$ cat src/rtl/out_fifo_arbiter.sv
// rtl/out_fifo_arbiter.sv - round-robin packet arbiter for the shared output FIFO write port
//
// Purpose:
//   Shares one output FIFO write port among NUM_REQ byte-stream producers.
//   Packets are atomic: a header byte {cmd[2:0], len[4:0]} followed by exactly
//   len payload bytes. Once a requester is granted, the whole packet is moved
//   before any other requester is considered. Grants rotate round-robin.
//   A granted producer that stops supplying bytes mid-packet for
//   STALL_TIMEOUT cycles (with the FIFO able to accept) has its packet
//   aborted, and a sticky error flag is raised.
//
// Ports:
//   clk_i               system clock, forwarded as wr_out_fifo_clk_o
//   reset_n_i           asynchronous active-low reset
//   req_valid_i         per-requester byte valid
//   req_data_i          per-requester byte, requester k on bits [8k+7:8k]
//   req_ready_o         per-requester byte accepted (combinational)
//   wr_out_fifo_clk_o   FIFO write clock (= clk_i)
//   wr_out_fifo_en_o    FIFO write enable (registered)
//   wr_out_fifo_data_o  FIFO write data (registered)
//   wr_out_fifo_full_i  FIFO full
//   wr_out_fifo_afull_i FIFO almost full
//   grant_o             index of the current / most recent grant
//   busy_o              high while a packet is being transferred
//   led_ctrl_err_o      sticky stall-abort flag, cleared only by reset

module out_fifo_arbiter #(
  parameter int NUM_REQ       = 3,
  parameter int STALL_TIMEOUT = 1024
) (
  input  logic                       clk_i,
  input  logic                       reset_n_i,
  input  logic [NUM_REQ-1:0]         req_valid_i,
  input  logic [8*NUM_REQ-1:0]       req_data_i,
  output logic [NUM_REQ-1:0]         req_ready_o,
  output logic                       wr_out_fifo_clk_o,
  output logic                       wr_out_fifo_en_o,
  output logic [7:0]                 wr_out_fifo_data_o,
  input  logic                       wr_out_fifo_full_i,
  input  logic                       wr_out_fifo_afull_i,
  output logic [$clog2(NUM_REQ)-1:0] grant_o,
  output logic                       busy_o,
  output logic                       led_ctrl_err_o
);

  localparam int GW = $clog2(NUM_REQ);
  localparam int SW = $clog2(STALL_TIMEOUT + 1);

  typedef enum logic {
    IDLE = 1'b0,
    XFER = 1'b1
  } state_t;

  state_t         state_q;
  logic [GW-1:0]  grant_q;
  logic [GW-1:0]  rr_ptr_q;
  logic           hdr_pending_q;
  logic [4:0]     remaining_q;
  logic [SW-1:0]  stall_cnt_q;
  logic           wr_en_q;
  logic [7:0]     wr_data_q;
  logic           err_q;

  // Per-requester byte lanes as an array so the granted lane is a plain index.
  logic [7:0] req_byte [NUM_REQ];
  for (genvar g = 0; g < NUM_REQ; g++) begin : g_lane
    assign req_byte[g] = req_data_i[8*g +: 8];
  end

  // Round-robin search: first valid index at or above rr_ptr_q, wrapping at
  // NUM_REQ (not at 2**GW, so non-power-of-two counts rotate correctly).
  logic          found;
  logic [GW-1:0] pick;
  logic [GW:0]   cand;

  always_comb begin
    found = 1'b0;
    pick  = '0;
    cand  = '0;
    for (int i = 0; i < NUM_REQ; i++) begin
      cand = {1'b0, rr_ptr_q} + (GW+1)'(i);
      if (cand >= (GW+1)'(NUM_REQ)) begin
        cand = cand - (GW+1)'(NUM_REQ);
      end
      if (!found && req_valid_i[cand[GW-1:0]]) begin
        found = 1'b1;
        pick  = cand[GW-1:0];
      end
    end
  end

  // Almost-full is treated the same as full: the FIFO's write path is
  // registered, so one extra slot of headroom is needed.
  logic          back_pressure;
  logic          cur_valid;
  logic [7:0]    cur_byte;
  logic          beat;
  logic          pkt_done;
  logic          stall_expired;
  logic [GW-1:0] ptr_after_grant;

  assign back_pressure   = wr_out_fifo_full_i | wr_out_fifo_afull_i;
  assign cur_valid       = req_valid_i[grant_q];
  assign cur_byte        = req_byte[grant_q];
  assign beat            = (state_q == XFER) & cur_valid & ~back_pressure;
  assign pkt_done        = hdr_pending_q ? (cur_byte[4:0] == 5'd0) : (remaining_q == 5'd1);
  assign stall_expired   = (stall_cnt_q == SW'(STALL_TIMEOUT - 1));
  assign ptr_after_grant = (grant_q == GW'(NUM_REQ - 1)) ? '0 : grant_q + GW'(1);

  always_comb begin
    req_ready_o = '0;
    if (state_q == XFER) begin
      req_ready_o[grant_q] = ~back_pressure;
    end
  end

  always_ff @(posedge clk_i or negedge reset_n_i) begin
    if (!reset_n_i) begin
      state_q       <= IDLE;
      grant_q       <= '0;
      rr_ptr_q      <= '0;
      hdr_pending_q <= 1'b0;
      remaining_q   <= '0;
      stall_cnt_q   <= '0;
      wr_en_q       <= 1'b0;
      wr_data_q     <= '0;
      err_q         <= 1'b0;
    end else begin
      case (state_q)
        IDLE: begin
          wr_en_q <= 1'b0;
          if (found) begin
            grant_q       <= pick;
            hdr_pending_q <= 1'b1;
            stall_cnt_q   <= '0;
            state_q       <= XFER;
          end
        end

        XFER: begin
          wr_en_q <= beat;
          if (beat) begin
            wr_data_q   <= cur_byte;
            stall_cnt_q <= '0;
            if (hdr_pending_q) begin
              hdr_pending_q <= 1'b0;
              remaining_q   <= cur_byte[4:0];
            end else begin
              remaining_q <= remaining_q - 5'd1;
            end
            if (pkt_done) begin
              state_q  <= IDLE;
              rr_ptr_q <= ptr_after_grant;
            end
          end else if (!back_pressure && !cur_valid) begin
            // Only a producer that could have sent but did not counts as
            // stalling; FIFO back-pressure freezes the counter.
            if (stall_expired) begin
              err_q       <= 1'b1;
              stall_cnt_q <= '0;
              state_q     <= IDLE;
              rr_ptr_q    <= ptr_after_grant;
            end else begin
              stall_cnt_q <= stall_cnt_q + SW'(1);
            end
          end
        end

        default: state_q <= IDLE;
      endcase
    end
  end

  assign wr_out_fifo_clk_o  = clk_i;
  assign wr_out_fifo_en_o   = wr_en_q;
  assign wr_out_fifo_data_o = wr_data_q;
  assign grant_o            = grant_q;
  assign busy_o             = (state_q == XFER);
  assign led_ctrl_err_o     = err_q;

endmodule

$ cat config.mk
export PLATFORM = sky130hd
export DESIGN_NAME = out_fifo_arbiter
export DESIGN_NICKNAME = d
export VERILOG_FILES = /design/src/rtl/out_fifo_arbiter.sv
export SDC_FILE = /design/constraint.sdc
export NUM_CORES = 1
export LEC_CHECK = 0
export ABC_AREA = 1
export CAP_MARGIN = 10
export CORE_UTILIZATION = 35
export DETAILED_ROUTE_END_ITERATION = 8
export PLACE_DENSITY = 0.7
export REMOVE_ABC_BUFFERS = 1
export SLEW_MARGIN = 10
export SYNTH_ARGS = -nofsm -noshare
export SYNTH_HDL_FRONTEND = slang
export SYNTH_SLANG_ARGS = --single-unit
$ cat constraint.sdc
create_clock -name clk_i -period 1.8 [get_ports clk_i]
set_input_delay 0.27 -clock clk_i [delete_from_list [all_inputs] [get_ports clk_i]]
set_output_delay 0.27 -clock clk_i [all_outputs]
set_load 0.005 [all_outputs]
==> metrics.cfg, run 1 <==
[floorplan]
die-area_sq_um = 6380
die_h_microns = 79.9
rows = 27
start_util_pct = 37.4
core-area_sq_um = 5680
pin_count = 48
die_w_microns = 79.9

[hold_path]
hp-class = in2async

[cts]
clk_latency_ps = 390
clkTransAtPathRegs_ps = 70
cts_tree = yes

[timing]
max_freq_mhz = 564
rsz0062_at_grt = yes
finalMaxSlewViolations = 0
min_period_over_period_pct = 98.6
setup_violations = 0
finClkSkew_ps = 6.45
worstMarginPinSlew_ps = 407
slew_headroom_pct = 72.9
whs_ps = 283
fin_crit_ps = 1770
hold_violations = 0

[yosys]
synth-xor-area-share_pct = 2.06
synthArstFlopShare_pct = 100
syn_avg_cell_area_sq_um = 7.50
synth_top_family_by_area = simple AND/OR/NAND/NOR gates
yosys.area_share.adder_pct = 4.13
synth_compound_area_share_pct = 9.73
ys_seq_area_share_pct = 37.7
synthCells = 283
yosysWarnings = 0
synth_edf_count = 0
synthMuxAreaShare_pct = 0
synth_top_flop_cell = dfrtp_1
synth_area_sq_um = 2120
synth.distinct_cells = 34
ys_seq_elements = 32
synth_simple_gate_area_share_pct = 37.3

[layout]
drive_above_1_share_pct = 22.8
fillers = 538
finalNetCount = 397
design_area_sq_um = 3070
multi_input_comb_area_sq_um = 1220
syn2layout_area_growth_pct = 44.6
seq_area_sq_um = 802
antenna_cells = 0

[placement]
portBuffers = 47
gp_congestion = 0.871
placedInstanceArea_sq_um = 2790
dp_hpwl_microns = 3760

[worst_setup_path]
cp-start-kind = flop
cp_max_fo = 8
crit_path_start = rr_ptr_q[0]
cp.required_ps = 2080
r2r_start = rr_ptr_q[0]
cp.arrival_ps = 2050
crit_type = reg2reg
end_kind = flop

[power]
switching_power_mw = 1.67
seqPwrFrac_pct = 26.5
p_total_mw = 4.26
vdd_ir_drop_max_mv = 0.880
combPwrFrac_pct = 52.7
p_clk_share_pct = 20.8
power.internal_mw = 2.59
p_sw_share_pct = 39.2
p_per_area_nw_per_um2 = 1390
p_leak_nw = 1.46

[status]
status = completed

[grt]
grt_max_degree = 33
grt-ovfl-total = 0
grt_use_total_pct = 17.8
antenna_found_initial = 0
first_global_vias = 1965
grt_pass1_wl_microns = 8800

[detailed_routing]
num_vias = 2092
routed_wl_microns = 5170
drc = 0
wl_per_cell_microns = 12.0
dr.pass1.iters = 4
detail_route.iter0.violations = 95
viasPerCell = 4.84
ant_nets = 0

[flow_run]
max-cap-violations = 0

[cells in the mapped netlist (3+ instances only)]
cell	n	area share (%)
dfrtp_1	32	38
nand2_2	3	0.88
a41oi_1	3	1.2
a21oi_1	11	2.6
inv_1	23	4.1
ha_1	7	4.1
o21ai_0	11	2.6
nand3_1	42	9.9
buf_4	3	1.1
nor3_1	5	1.2
nand4_1	3	0.88
buf_6	5	2.7
xor2_1	4	1.7
nor2_1	28	5.0
nand2_1	74	13
[cell families (layout without fill, tap and decap cells)]
kind of cell | Yosys count | count (layout)
flip-flops | 32 | 32
AO/OA/AOI/OAI | 35 | 35
buffers and inverters | 36 | 113
AND/OR/NAND/NOR | 168 | 168
adder cells (fa/ha/maj) | 7 | 7
XOR/XNOR | 5 | 5
[metrics by stage]
stage	cells	util, %	setup TNS (ps)	setup WS, ps
5_1_grt	432	54.1	-443	-54.9
4_1_cts	429	52.2	-4.55	-3.78
3_5_place_dp	417	49.1	-2040	-311
3_3_place_gp	417	49.1	-1430	-285
2_1_floorplan	272	-	-737	-101
6_report	432	54.1	0	25.8
[sequential cells by signal, summed over array words and instances, names as in the netlist]
name,flops
stall_cnt_q,11
wr_out_fifo_data_o,8
remaining_q,5
grant_o,2
rr_ptr_q,2
busy_o,1
hdr_pending_q,1
led_ctrl_err_o,1
wr_out_fifo_en_o,1
[placed cells by master (no fill, tap or decap), drive strengths merged]
cell / count
xor2: 4
a21oi: 11
a41oi: 3
inv: 25
nor2: 33
nand2: 78
o22ai: 2
clkinv: 1
ha: 7
o21ai: 15
clkinvlp: 1
dfrtp: 32
dlygate4sd2: 2
xnor2: 1
nand3: 44
a21boi: 2
clkbuf: 9
buf: 30
clkdlybuf4s50: 43
bufinv: 1
nand4: 3
or2: 2
nand3b: 2
a31oi: 1
clkdlybuf4s15: 1
nor3: 5
nor3b: 1
a31o: 1
[final timing paths]
path	to	slack (ps)	cells after the start
max	stall_cnt_q[0]	30	12
min	wr_out_fifo_data_o[0]	280	2
max reg2reg	stall_cnt_q[0]	30	12
min reg2reg	led_ctrl_err_o	480	1
max in group asynchronous	rr_ptr_q[1]	1200	2
min in group clk_i	led_ctrl_err_o	480	1
[area by class of cell]
class | count | share of cell area [%]
timing repair buffer | 76 | 22.7
clock inverter | 3 | 1.39
inverter | 25 | 3.30
clock buffer | 9 | 3.87
multi-input combinational | 215 | 39.6
tap | 72 | 2.94
sequential | 32 | 26.1
[per-layer routing]
metal	track usage (%)	wire length [microns]	vias up	share of wire (%)
met5	0	0	-	0
met4	7.86	57	0	1.1
met3	4.57	235	6	4.5
met2	28.2	2390	46	46
met1	22.8	2480	954	48
li1	-	-	1086	-
[power groups by stage]
stage               clock network [mW]  logic [mW]  registers (mW)
global placement                0.0468        2.04            1.13
global route                     0.954        2.49            1.16
CTS                              0.914        2.13            1.12
detailed placement              0.0468        2.08            1.13
floorplan                            0        1.11            1.21
finish                           0.885        2.24            1.13
[timing repair]
action | CTS | global route
hold buffers | 0 | 0
pin swaps | 1 | 5
gates resized for setup | 8 | 35
buffers inserted | 1 | 3
gates cloned | 0 | 0
setup endpoints to repair | 19 | 21
[critical path, cell delays in order, from the launching register on]
cell     delay [ps]
dfrtp_1         400
buf_6           140
ha_4            160
or2_0           200
nand2_1          80
nand2_2          60
nor2_2          130
nand2_1          80
nand2_2         100
nand2_2          70
buf_6           150
nand2_1          60
nand2_1          40
Note: power is estimated with default switching activity, not from simulation.
==> inputs of run 2 (changes only) <==
SLEW_MARGIN = default   (was 10)
==> results of run 2 <==
The final DEF is identical to that of run 1; final timing and power are the same.
